<file path="src/rtl/spi_slave_reg_bridge_pkg.sv">
// Shared definitions for the SPI-to-register bridge: default widths,
// the idle/status word and the transaction state encoding.
package spi_pkg;

  localparam int DATA_W_DEF = 8;
  localparam int ADDR_W_DEF = 4;
  // Command frame: MSB selects write (1) or read (0).
  localparam int CMD_WRITE_BIT = DATA_W_DEF - 1;
  localparam logic [DATA_W_DEF-1:0] STATUS_WORD_DEF = 8'hA5;

  typedef enum logic [1:0] {
    ST_IDLE  = 2'd0,
    ST_CMD   = 2'd1,
    ST_WRITE = 2'd2,
    ST_READ  = 2'd3
  } state_t;

endpackage

</file>
<file path="src/rtl/spi_slave_reg_bridge_if.sv">
// Bundle of the SPI-slave-side and host-side signals of the bridge.
// slave modport: the bridge itself; master modport: whoever drives it.
interface spi_slave_reg_bridge_if #(
  parameter int DATA_W = 8,
  parameter int ADDR_W = 4
);

  logic              ss;
  logic [DATA_W-1:0] rx_data;
  logic              rx_done;
  logic [DATA_W-1:0] tx_data;
  logic [ADDR_W-1:0] host_addr;
  logic              host_we;
  logic [DATA_W-1:0] host_wdata;
  logic [DATA_W-1:0] host_rdata;
  logic              spi_wr_strobe;
  logic [ADDR_W-1:0] spi_wr_addr;

  modport slave (
    input  ss, rx_data, rx_done, host_addr, host_we, host_wdata,
    output tx_data, host_rdata, spi_wr_strobe, spi_wr_addr
  );

  modport master (
    output ss, rx_data, rx_done, host_addr, host_we, host_wdata,
    input  tx_data, host_rdata, spi_wr_strobe, spi_wr_addr
  );

endinterface

</file>
<file path="src/rtl/spi_slave_reg_bridge_reg_file.sv">
// Register file with two write ports (SPI port wins on a same-address
// collision) and two asynchronous read ports. The SPI read port forwards
// a same-cycle host write so burst reads see the newest value.
module spi_reg_file #(
  parameter int DATA_W = 8,
  parameter int ADDR_W = 4
) (
  input  logic              clk,
  input  logic              reset,
  input  logic              spi_we_i,
  input  logic [ADDR_W-1:0] spi_addr_i,
  input  logic [DATA_W-1:0] spi_wdata_i,
  input  logic              host_we_i,
  input  logic [ADDR_W-1:0] host_addr_i,
  input  logic [DATA_W-1:0] host_wdata_i,
  input  logic [ADDR_W-1:0] rd_addr_i,
  output logic [DATA_W-1:0] rd_data_o,
  output logic [DATA_W-1:0] host_rdata_o
);

  localparam int REG_COUNT = 1 << ADDR_W;

  logic [DATA_W-1:0] regs_q [REG_COUNT];

  // Storage: clear on reset, SPI write takes priority over host write.
  always_ff @(posedge clk or posedge reset) begin
    if (reset) begin
      for (int i = 0; i < REG_COUNT; i++) begin
        regs_q[i] <= {DATA_W{1'b0}};
      end
    end else begin
      for (int i = 0; i < REG_COUNT; i++) begin
        if (spi_we_i && (spi_addr_i == ADDR_W'(i))) begin
          regs_q[i] <= spi_wdata_i;
        end else if (host_we_i && (host_addr_i == ADDR_W'(i))) begin
          regs_q[i] <= host_wdata_i;
        end else begin
          regs_q[i] <= regs_q[i];
        end
      end
    end
  end

  // SPI read port with write-first forwarding of a host write.
  always_comb begin
    if (host_we_i && (host_addr_i == rd_addr_i)) begin
      rd_data_o = host_wdata_i;
    end else begin
      rd_data_o = regs_q[rd_addr_i];
    end
  end

  // Host read port: plain view of the stored value.
  always_comb begin
    host_rdata_o = regs_q[host_addr_i];
  end

endmodule

</file>
<file path="src/rtl/spi_slave_reg_bridge.sv">
// Bridge between an SPI slave's frame interface and a small register file.
// The first frame of an ss-low window is a command; following frames are
// burst write data or burst read slots with an auto-incrementing pointer.
module spi_slave_reg_bridge
  import spi_pkg::*;
#(
  parameter int                DATA_W      = DATA_W_DEF,
  parameter int                ADDR_W      = ADDR_W_DEF,
  parameter logic [DATA_W-1:0] STATUS_WORD = STATUS_WORD_DEF
) (
  input logic                  clk,
  input logic                  reset,
  spi_slave_reg_bridge_if.slave bus
);

  localparam int                CMD_BIT = DATA_W - 1;
  localparam logic [ADDR_W-1:0] PTR_ONE = {{(ADDR_W-1){1'b0}}, 1'b1};

  state_t            state_q, state_d;
  logic              rx_done_q;
  logic              ss_q;
  logic [ADDR_W-1:0] ptr_q, ptr_d;
  logic [DATA_W-1:0] tx_q, tx_d;
  logic              strobe_q, strobe_d;
  logic [ADDR_W-1:0] waddr_q, waddr_d;
  logic              spi_we_s;
  logic              frame_evt_s;
  logic              ss_fall_s;
  logic              cmd_wr_s;
  logic [ADDR_W-1:0] cmd_addr_s;
  logic [ADDR_W-1:0] rd_addr_s;
  logic [DATA_W-1:0] rd_data_s;

  assign frame_evt_s = bus.rx_done & ~rx_done_q;
  assign ss_fall_s   = ss_q & ~bus.ss;
  assign cmd_wr_s    = bus.rx_data[CMD_BIT];
  assign cmd_addr_s  = bus.rx_data[ADDR_W-1:0];
  // Read address is the command's start address in CMD, else the next slot.
  assign rd_addr_s   = (state_q == ST_CMD) ? cmd_addr_s : (ptr_q + PTR_ONE);

  // Edge-detect history for rx_done and ss.
  always_ff @(posedge clk or posedge reset) begin
    if (reset) begin
      rx_done_q <= 1'b0;
      ss_q      <= 1'b1;
    end else begin
      rx_done_q <= bus.rx_done;
      ss_q      <= bus.ss;
    end
  end

  // FSM state register.
  always_ff @(posedge clk or posedge reset) begin
    if (reset) begin
      state_q <= ST_IDLE;
    end else begin
      state_q <= state_d;
    end
  end

  // FSM next state; ss high always returns to IDLE.
  always_comb begin
    state_d = state_q;
    if (bus.ss) begin
      state_d = ST_IDLE;
    end else begin
      case (state_q)
        ST_IDLE: begin
          if (ss_fall_s) state_d = ST_CMD;
          else           state_d = ST_IDLE;
        end
        ST_CMD: begin
          if (frame_evt_s) state_d = cmd_wr_s ? ST_WRITE : ST_READ;
          else             state_d = ST_CMD;
        end
        ST_WRITE: state_d = ST_WRITE;
        ST_READ:  state_d = ST_READ;
        default:  state_d = ST_IDLE;
      endcase
    end
  end

  // FSM outputs: pointer, MISO word, SPI write port and strobe.
  always_comb begin
    ptr_d    = ptr_q;
    tx_d     = tx_q;
    strobe_d = 1'b0;
    waddr_d  = waddr_q;
    spi_we_s = 1'b0;
    if (bus.ss) begin
      // Deselect discards any frame completing in this cycle.
      tx_d = STATUS_WORD;
    end else begin
      case (state_q)
        ST_IDLE: tx_d = STATUS_WORD;
        ST_CMD: begin
          if (frame_evt_s) begin
            ptr_d = cmd_addr_s;
            if (cmd_wr_s) tx_d = STATUS_WORD;
            else          tx_d = rd_data_s;
          end else begin
            tx_d = tx_q;
          end
        end
        ST_WRITE: begin
          tx_d = STATUS_WORD;
          if (frame_evt_s) begin
            spi_we_s = 1'b1;
            strobe_d = 1'b1;
            waddr_d  = ptr_q;
            ptr_d    = ptr_q + PTR_ONE;
          end else begin
            spi_we_s = 1'b0;
          end
        end
        ST_READ: begin
          if (frame_evt_s) begin
            ptr_d = ptr_q + PTR_ONE;
            tx_d  = rd_data_s;
          end else begin
            tx_d = tx_q;
          end
        end
        default: tx_d = STATUS_WORD;
      endcase
    end
  end

  // Registered datapath outputs.
  always_ff @(posedge clk or posedge reset) begin
    if (reset) begin
      ptr_q    <= {ADDR_W{1'b0}};
      tx_q     <= STATUS_WORD;
      strobe_q <= 1'b0;
      waddr_q  <= {ADDR_W{1'b0}};
    end else begin
      ptr_q    <= ptr_d;
      tx_q     <= tx_d;
      strobe_q <= strobe_d;
      waddr_q  <= waddr_d;
    end
  end

  spi_reg_file #(
    .DATA_W (DATA_W),
    .ADDR_W (ADDR_W)
  ) u_reg_file (
    .clk          (clk),
    .reset        (reset),
    .spi_we_i     (spi_we_s),
    .spi_addr_i   (ptr_q),
    .spi_wdata_i  (bus.rx_data),
    .host_we_i    (bus.host_we),
    .host_addr_i  (bus.host_addr),
    .host_wdata_i (bus.host_wdata),
    .rd_addr_i    (rd_addr_s),
    .rd_data_o    (rd_data_s),
    .host_rdata_o (bus.host_rdata)
  );

  assign bus.tx_data       = tx_q;
  assign bus.spi_wr_strobe = strobe_q;
  assign bus.spi_wr_addr   = waddr_q;

endmodule

</file>
<file path="src/flat_wrapper.sv">
// flat-port wrapper written by rule: the top's interface ports become plain ports
module spi_slave_reg_bridge_flat import spi_pkg::*;
#(
  parameter int                DATA_W      = DATA_W_DEF,
  parameter int                ADDR_W      = ADDR_W_DEF,
  parameter logic [DATA_W-1:0] STATUS_WORD = STATUS_WORD_DEF
)
  (clk, reset, bus_ss, bus_rx_data, bus_rx_done, bus_host_addr, bus_host_we, bus_host_wdata, bus_tx_data, bus_host_rdata, bus_spi_wr_strobe, bus_spi_wr_addr);
  spi_slave_reg_bridge_if #(.DATA_W(DATA_W), .ADDR_W(ADDR_W)) bus_i ();
  input logic clk;
  input logic reset;
  input wire logic [$bits(bus_i.ss)-1:0] bus_ss;
  input wire logic [$bits(bus_i.rx_data)-1:0] bus_rx_data;
  input wire logic [$bits(bus_i.rx_done)-1:0] bus_rx_done;
  input wire logic [$bits(bus_i.host_addr)-1:0] bus_host_addr;
  input wire logic [$bits(bus_i.host_we)-1:0] bus_host_we;
  input wire logic [$bits(bus_i.host_wdata)-1:0] bus_host_wdata;
  output wire logic [$bits(bus_i.tx_data)-1:0] bus_tx_data;
  output wire logic [$bits(bus_i.host_rdata)-1:0] bus_host_rdata;
  output wire logic [$bits(bus_i.spi_wr_strobe)-1:0] bus_spi_wr_strobe;
  output wire logic [$bits(bus_i.spi_wr_addr)-1:0] bus_spi_wr_addr;
  assign bus_i.ss = bus_ss;
  assign bus_i.rx_data = bus_rx_data;
  assign bus_i.rx_done = bus_rx_done;
  assign bus_i.host_addr = bus_host_addr;
  assign bus_i.host_we = bus_host_we;
  assign bus_i.host_wdata = bus_host_wdata;
  assign bus_tx_data = bus_i.tx_data;
  assign bus_host_rdata = bus_i.host_rdata;
  assign bus_spi_wr_strobe = bus_i.spi_wr_strobe;
  assign bus_spi_wr_addr = bus_i.spi_wr_addr;
  spi_slave_reg_bridge #(.DATA_W(DATA_W), .ADDR_W(ADDR_W), .STATUS_WORD(STATUS_WORD)) u_core (.clk(clk), .reset(reset), .bus(bus_i));
endmodule
</file>
<file path="config.mk">
export PLATFORM = sky130hd
export DESIGN_NAME = spi_slave_reg_bridge_flat
export DESIGN_NICKNAME = d
export VERILOG_FILES = /design/src/rtl/spi_slave_reg_bridge_pkg.sv /design/src/rtl/spi_slave_reg_bridge_if.sv /design/src/rtl/spi_slave_reg_bridge_reg_file.sv /design/src/rtl/spi_slave_reg_bridge.sv /design/src/flat_wrapper.sv
export SDC_FILE = /design/constraint.sdc
export NUM_CORES = 1
export LEC_CHECK = 0
export ABC_AREA = 0
export CAP_MARGIN = 40
export CORE_MARGIN = 3
export CORE_UTILIZATION = 29
export CTS_CLUSTER_SIZE = 12
export DETAILED_ROUTE_END_ITERATION = 16
export PLACE_DENSITY = 0.51
export SYNTH_ARGS = -nofsm -noshare
export SYNTH_HDL_FRONTEND = slang
export SYNTH_SLANG_ARGS = --single-unit
</file>
<file path="constraint.sdc">
create_clock -name clk -period 7.4 [get_ports clk]
set_input_delay 1.85 -clock clk [delete_from_list [all_inputs] [get_ports clk]]
set_output_delay 1.85 -clock clk [all_outputs]
set_load 0.01 [all_outputs]
</file>
Word level (Yosys, flattened, before mapping)
Index checks and enable logic that the tools add are counted.
- output and inout port bits: 21
- bits in writable memories: 0
- logic and storage cells: 184
- memory bits (read-only): 0
- memories kept: 0
- register bits after elaboration: 149
- input port bits: 25
- latch bits: 0
- shifts and indexed selects: 0
- divide/modulo/power cells: 0
- add/sub/neg operators: 1
- order comparisons: 2
- bitwise gates (word level): 6
- multipliers: 0
- reduce and logical (&&, ||, !) cells: 58
- mux-type cells: 56
- equal/unequal tests: 38
- operators by type and width (cell ; count):
    $mux W8 ; 41
    $bmux W8 S4 ; 2
    $eq A4 B4 Y1 const B ; 16
    $reduce_bool A2 Y1 ; 17
    $logic_and A1 B1 Y1 ; 33
    $eq A4 B3 Y1 const B ; 8
    $pmux W8 S3 ; 1
    $eq A4 B2 Y1 const B ; 4
    $mux W4 ; 3
    $ge A5 B5 Y1 const B ; 2
    $not A4 Y5 ; 2
    $eq A4 B1 Y1 const B ; 2
    $logic_not A4 Y1 ; 2
    $pmux W2 S4 ; 1
    $pmux W4 S2 ; 1
    $ne A3 B2 Y1 const B ; 2
    $mux W1 ; 5
    $add A4 B1 Y4 const B ; 1
    $eq A2 B2 Y1 const B ; 2
    $eq A4 B4 Y1 ; 1
    $mux W2 ; 2
    $ne A2 B1 Y1 const B ; 2
    $reduce_and A4 Y1 ; 1
    $reduce_or A2 Y1 ; 2
    other kinds (6) ; 8

Logic depth before layout (Yosys ltp)
- depth after elaboration: 11
- mapped depth: 11
- mapped depth without buffers: 8

Cells and area by module
Synthesis repeated with hierarchy kept, for this count alone.
- cell total of the unflattened synthesis: 831
- area total of the unflattened synthesis: 9456.6 um^2
- modules (own cells, without submodules) (module ; seq. area each (um^2) ; area each (um^2) ; instances ; cells each):
    spi_reg_file ; 3203.1 ; 8494.4 ; 1 ; 750
    spi_slave_reg_bridge ; 531.8 ; 962.2 ; 1 ; 81

Worst setup path before layout
OpenSTA, ideal clock, no wires.
- path kind: input-to-output
- start: in bus_host_addr[0]
- end: out bus_host_rdata[0]
- arrival time: 3419 ps
- buffers on the path: 1
- cell stages on the path: 3
- required time: 5550 ps
- setup slack: 2131 ps
- cell sequence: buf_1 > mux4_2 > mux4_2
- word-level cells in the longest chain between the ends: 4
- ends and longest elaborated chain (what ; RTL line ; source):
    from (decl) ; flat_wrapper.sv:15 ; input wire logic [$bits(bus_i.host_addr)-1:0] bus_host_addr;
    $not A4 Y5 (implied by the code) ; spi_slave_reg_bridge_reg_file.sv:55 ; host_rdata_o = regs_q[host_addr_i];
    $bmux W8 S4 ; spi_slave_reg_bridge_reg_file.sv:55 ;
    $mux W8 (implied by the code) (2 in series) ; spi_slave_reg_bridge_reg_file.sv:55 ;
    to (decl) ; flat_wrapper.sv:19 ; output wire logic [$bits(bus_i.host_rdata)-1:0] bus_host_rdata;
Every way passes these cells. The select of a mux whose other input is x is not followed.

Worst setup path after layout
Same ends and word-level chain as after synthesis.

==> impl_results.md <==
- Status: complete, no violations
- RSZ-0062 raised after global routing: false
- Cells on worst reg2reg path: 7
- Synth Area per Inst: 9.63 sq um
- LEAKAGE: 0.00451 uW
- Worst hold path depth: 1
- Worst VDD drop: 0.174 mV
- Yosys cell types: 51
- DRT Pass-1 Iters: 5
- Crit path largest cell delay: 0.53 ns
- CTS H-tree depth: 4
- Crit. End Element: output pin
- Slew @ Worst Pin: 0.963 ns
- Post-synth EDFFs: 0
- Post-synthesis net count: 999
- Max Cap Viol: 0
- Gr usage total: 20.5%
- GRT overflow: 0
- Cts bufs inserted: 17
- Die Height: 185 microns
- Wirelength per Cell: 24.8 microns
- Arr. time, crit path: 4.23 ns
- Non-Filler Instances: 1396
- Port Buffers: 45
- Main synth FF type: dfrtp_1
- Setup TNS Final: 0 ns
- CP Max Fanout: 21
- Async S/R FF share, synth: 100%
- Core Area: 31600 sq um
- CTS tree: built
- Pre-CTS setup slack: 1.31 ns
- Worst setup path start: bus_host_addr[0]
- Width of the chip: 185 microns
- Largest net degree at the start of global routing: 75
- Register area: 3730 sq um
- Max Clk Rate: 165 MHz
- HP Start: u_core.bus.spi_wr_addr[1]$_DFFE_PP0P_
- DIE AREA: 34400 sq um
- DR vias: 7877
- Yosys Warn Count: 0
- Worst-case clock buffer depth: 2
- Fin crit period: 6.08 ns
- Origin of the critical flop-to-flop path: u_core.ptr_q[0]$_DFFE_PP0P_
- Routed Antenna Nets: 0
- Post-DR vias/cell: 5.64
- DRC violations left: 0
- Setup violators final: 0
- Hold_ws: 0.513 ns
- Cts hold-fix bufs: 0
- Crit share post-route: 82.1%
- Fraction of layout cells with a size suffix above 1: 14.1%
- Antenna violations before repair: 0
- Pwr dens: 256 nW/um^2
- Critical Path RT: 5.55 ns
- Initial DRC Count: 1032
- Placed Instances: 1364
- Post-CTS Resized: 0
- Final Hold Vio Count: 0
- Site row count: 65
- Cell mode on critical path: mux4_2
- CP Capture Point: bus_host_rdata[0]
- Routability-driven placement congestion ratio: 0.942
- Worst-Skew Late Latency: 0.44 ns
- Slowest stage cell, crit path: mux4_2
- Hold Crit Class: register to register
- Post-synthesis sequential area ratio: 40.0%
- # nets final: 1010
- Clock transition at path regs: 0.07 ns
- Detail Placement HPWL: 23500 microns
- Fin Clk Skew: 0.0131 ns
- CP startpoint kind: input port
- WL final: 34700 microns
- Normalized max-slew margin: 35.6%
- FF-to-FF End: u_core.bus.tx_data[0]$_DFFE_PP1P_
- Area of the multi-input gates: 5160 sq um
- Layout fillers: 3128
- CTS Root Cell: clkbuf_16
- Crit path kind: input port to output pin
- Mapped Area: 9340 sq um
- Starting Density: 29.5%
- Ports: 46
- Worst setup margin: 1.32 ns
- Flops & latches, synth: 149
- Cells after synthesis: 970
- CTS Sinks: 149
- Vias in the first global route: 7670
- Area Growth Syn to Fin: 16.3%
- First-pass GRT wire length: 51600 microns
- FF-to-FF setup slack: 4.21 ns
- Fin util: 34.3%
- Setup Buffers After CTS: 0
- Crit-path cells: buf_2, buf_4, mux4_2, mux4_2, clkdlybuf4s50_1
- Antenna Diode Count: 0
- Final max-slew violation count: 0
==> power breakdown <==
| group | switching [uW] | internal (uW) | leakage (uW) | total [uW] |
|---|---|---|---|---|
| Combinational | 344 | 351 | 0.00241 | 695 |
| Sequential | 202 | 991 | 0.00183 | 1190 |
| Clock | 394 | 500 | 0.000277 | 894 |
==> cells by family (layout without fill, tap and decap cells) <==
group / after synthesis / in the layout / synth area share [%]
flip-flops: 149 / 149 / 40.0
XOR/XNOR: 6 / 6 / 0.563
AO/OA/AOI/OAI: 215 / 215 / 13.4
buffers and inverters: 95 / 119 / 4.72
adder cells (fa/ha/maj): 4 / 4 / 0.536
multiplexers: 195 / 195 / 26.6
AND/OR/NAND/NOR: 306 / 306 / 14.2
==> critical path: cells and delay by family <==
family | cells | cell delay (ns)
buffers and inverters | 3 | 1.31
multiplexers | 2 | 1.05
==> area by class of cell <==
class	instances	area share, %
tap	402	4.63
clock buffer	18	3.95
timing repair buffer	81	7.81
sequential	149	34.4
multi-input combinational	726	47.6
inverter	6	0.253
clock inverter	14	1.42
==> Yosys cell counts (3+ instances only) <==
library cell | n | area [sq um]
mux2_2 | 4 | 45.0
dfrtp_1 | 144 | 3600
a31oi_1 | 3 | 18.8
o21ai_0 | 32 | 160
nor2_2 | 5 | 31.3
a21oi_1 | 129 | 646
a221o_1 | 4 | 40.0
clkbuf_1 | 31 | 116
dfstp_2 | 5 | 131
mux2i_1 | 147 | 1470
nor2_1 | 119 | 447
inv_1 | 5 | 18.8
buf_4 | 4 | 30.0
nor2b_1 | 3 | 18.8
nand4_1 | 6 | 37.5
nand2b_1 | 6 | 37.5
buf_1 | 24 | 90.1
buf_6 | 5 | 56.3
ha_1 | 4 | 50.1
nand2_1 | 117 | 439
o21ai_1 | 6 | 30.0
a32oi_1 | 18 | 158
nand3_1 | 36 | 180
o22ai_1 | 4 | 25.0
a22oi_1 | 7 | 52.6
buf_2 | 25 | 125
xnor2_1 | 5 | 43.8
mux4_2 | 40 | 901
==> cells in the final DEF, fill, tap and decap left out, drive strengths merged, types with 8 or more instances in the layout <==
| cell type | netlist | routed |
|---|---|---|
| nor2 | 125 | 125 |
| o21ai | 38 | 38 |
| mux4 | 40 | 40 |
| buf | 58 | 38 |
| nand2 | 117 | 117 |
| dfrtp | 144 | 144 |
| nand3 | 36 | 36 |
| a32oi | 18 | 18 |
| clkdlybuf4s50 | 0 | 43 |
| mux2i | 149 | 149 |
| inv | 6 | 8 |
| a21oi | 131 | 131 |
| clkbuf | 31 | 18 |
==> flip-flops by register name, indices dropped and copies added (netlist names) <==
register	count
u_core.rx_done_q	1
u_core.bus.spi_wr_addr	4
u_core.ptr_q	4
u_core.u_reg_file.regs_q	128
u_core.bus.tx_data	8
u_core.bus.spi_wr_strobe	1
u_core.ss_q	1
u_core.state_q	2
==> how the worst min path moves through the flow <==
stage,to,slack (ns)
finish,u_core.bus.spi_wr_addr[1]$_DFFE_PP0P_,0.51
global route,u_core.bus.spi_wr_addr[0]$_DFFE_PP0P_,0.54
CTS,u_core.bus.spi_wr_addr[0]$_DFFE_PP0P_,0.52
detailed placement,u_core.bus.spi_wr_addr[0]$_DFFE_PP0P_,0.50
global placement,u_core.bus.spi_wr_addr[1]$_DFFE_PP0P_,0.49
floorplan,u_core.bus.tx_data[0]$_DFFE_PP1P_,0.52
==> stage by stage <==
step / total power [uW] / area (sq um)
3_5_place_dp: 1880 / 10300
5_1_grt: 2900 / 10900
2_1_floorplan: 1620 / 9340
3_3_place_gp: 1860 / 9990
6_report: 2780 / 10900
4_1_cts: 2780 / 10900
==> routing by layer <==
layer	track usage (%)	vias to the layer above	wire length, microns
met2	31.0	375	15300
met3	4.79	56	2760
met5	0	-	0
met1	29.0	3936	15600
li1	-	3510	-
met4	7.05	0	977
Note: power is estimated with default switching activity, not from simulation.
==> edit: new RTL, same flow settings <==
Re-encode `state_t` (4 states) as Gray code, 2 bits wide.
--- a/src/rtl/spi_slave_reg_bridge_pkg.sv
+++ b/src/rtl/spi_slave_reg_bridge_pkg.sv
@@ -10,8 +10,8 @@
 
   typedef enum logic [1:0] {
-    ST_IDLE  = 2'd0,
-    ST_CMD   = 2'd1,
-    ST_WRITE = 2'd2,
-    ST_READ  = 2'd3
+    ST_IDLE  = 2'b00,
+    ST_CMD   = 2'b01,
+    ST_WRITE = 2'b11,
+    ST_READ  = 2'b10
   } state_t;
 
Check against the original RTL: no difference found for any inputs over 4 cycles, from zero or initial values and one cycle with reset high; so few cycles prove little.
==> edit against the original RTL <==
Setup slack better by 0.094 ns. Global-route usage is 0.78 points higher. Utilization increased by 0.19 points. Sequential cell count stayed put. Sequential share of layout area is 1.6 points lower. First-iteration DRC count increased by 9.3%. Final area is 5.0% higher. Wire length rose by 11%. Synthesized area up 5.8%. Power is 19% higher. Die area increased by 5.6%. Register-to-register slack got worse by 0.77 ns.
==> edit: results (changes against the original RTL) <==
- Hold Path Class: reg2reg
- Via count: 8,607 (+9.3%)
- Sequential area share after synthesis: 37.8% (-2.2 points)
- First-pass GRT wire length: 57,500 um (+11%)
- Worst VDD drop: 0.162 mV (-7.2%)
- # fillers: 3,401 (+8.7%)
- Most frequent cells after synthesis: dfrtp_1, nor2_1, mux2i_1, a21oi_1, nand2_1
- Slowest Stage Delay on Critical Path: 0.64 ns (+0.11 ns)
- GR Util met2: 32.7% (+1.8 points)
- Share of post-route cells with drive strength above 1: 12.3% (-1.8 points)
- Crit path max fanout: 32 (+52%)
- Post-Place Cell Area: 10,800 um^2 (+4.8%)
- GRT Total Usage: 21.3% (+0.78 points)
- DR WL/cell: 25.2 um (+1.6%)
- Max FFs per register: 128 (unchanged)
- Max stage delay cell, worst path: buf_2
- Largest cells by area after synthesis: dfrtp_1, mux2i_1, mux4_2, a21oi_1, nor2_1
- GRT met1 Usage: 30.2% (+1.2 points)
- Count of different cell masters after synthesis: 65 (+27%)
- Resize count post-CTS: 0 (unchanged)
- Number of global-route vias before repair: 8,265 (+7.8%)
- CTS clk-pin slew, worst paths: 0.07 ns (about the same)
- Status: completed
- GPL Wtd Cong: 0.944 (+0.21%)
- Largest net degree at the start of global routing: 64 (-15%)
- Worst-Margin Slew: 0.918 ns (-0.0447 ns)
- Arrival time worst endpoint: 4.13 ns (-0.10 ns)
- Setup Skew: 0.0153 ns (+0.00227 ns)
- Met3 Resource Use GR: 4.25% (-0.54 points)
- Fin nets: 1,101 (+9.0%)
- Top FF cell, synth: dfrtp_1
- Leakage power: 4.69 nW (+3.9%)
- DRT iter0 DRCs: 1,128 (+9.3%)
- HPWL Detailed: 27,700 um (+18%)
[edit: path summary, 6_finish.rpt]
path / startpoint / end / slack, ns / depth (start not counted)
worst min-delay path: u_core.bus.spi_wr_addr[2] / u_core.bus.spi_wr_addr[2] / 0.49 / 2
worst min register to register: u_core.bus.spi_wr_addr[2] / u_core.bus.spi_wr_addr[2] / 0.49 / 2
max in group asynchronous: reset / u_core.u_reg_file.regs_q[75] / 4.40 / 3
min in group asynchronous: reset / u_core.u_reg_file.regs_q[7] / 1.81 / 2
worst max-delay path: bus_host_addr[1] / bus_host_rdata[4] / 1.42 / 5
worst max register to register: u_core.ptr_q[0] / u_core.bus.tx_data[6] / 3.44 / 10
[edit: area by class of cell]
type,instances,area [um^2],share of cell area [%]
Timing Repair Buffer,74,786,6.89
Clock buffer,20,457,4.00
Clock inverter,12,165,1.45
Multi-Input combinational cell,810,5650,49.5
Sequential cell,149,3730,32.7
Tap cell,442,553,4.85
Inverter,15,61.3,0.538
[edit: power breakdown]
group / internal [mW] / switching [mW] / leakage, nW / total [mW]
logic: 0.489 / 0.616 / 2.54 / 1.10
clock network: 0.556 / 0.392 / 0.306 / 0.948
registers: 0.993 / 0.254 / 1.84 / 1.25
total: 2.04 / 1.26 / 4.69 / 3.30
[edit: critical path: cells and delay by family]
| kind | cells | cell delay (ns) |
|---|---|---|
| buffers and inverters | 3 | 1.45 |
| multiplexers | 2 | 0.80 |
[edit: metrics by stage]
stage	power, mW	utilization [%]	hold slack, ns	cells	setup slack [ns]
floorplan	1.89	-	0.486	1068	1.55
global placement	2.29	31.9	0.468	1474	1.19
CTS	3.27	34.5	0.492	1521	1.40
finish	3.30	34.5	0.486	1522	1.42
detailed placement	2.32	32.6	0.473	1489	1.40
global route	3.44	34.5	0.525	1522	1.32
[edit: kinds of logic (layout without fill, tap and decap cells)]
logic type / after synthesis / after routing / share of synthesized area, %
and+or+nand+nor: 336 / 336 / 15.2
xor gates and xnor gates: 6 / 6 / 0.532
buffers and inverters: 109 / 121 / 5.04
DFF: 149 / 149 / 37.8
adders and majority gates: 9 / 9 / 1.14
muxes: 178 / 178 / 23.7
AOI/OAI and AO/OA: 281 / 281 / 16.7
[edit: routing by layer]
metal / wire length, um / vias to the layer above
met5: 0 / -
met4: 1310 / 0
met3: 2990 / 83
met2: 17000 / 453
met1: 17100 / 4229
li1: - / 3842
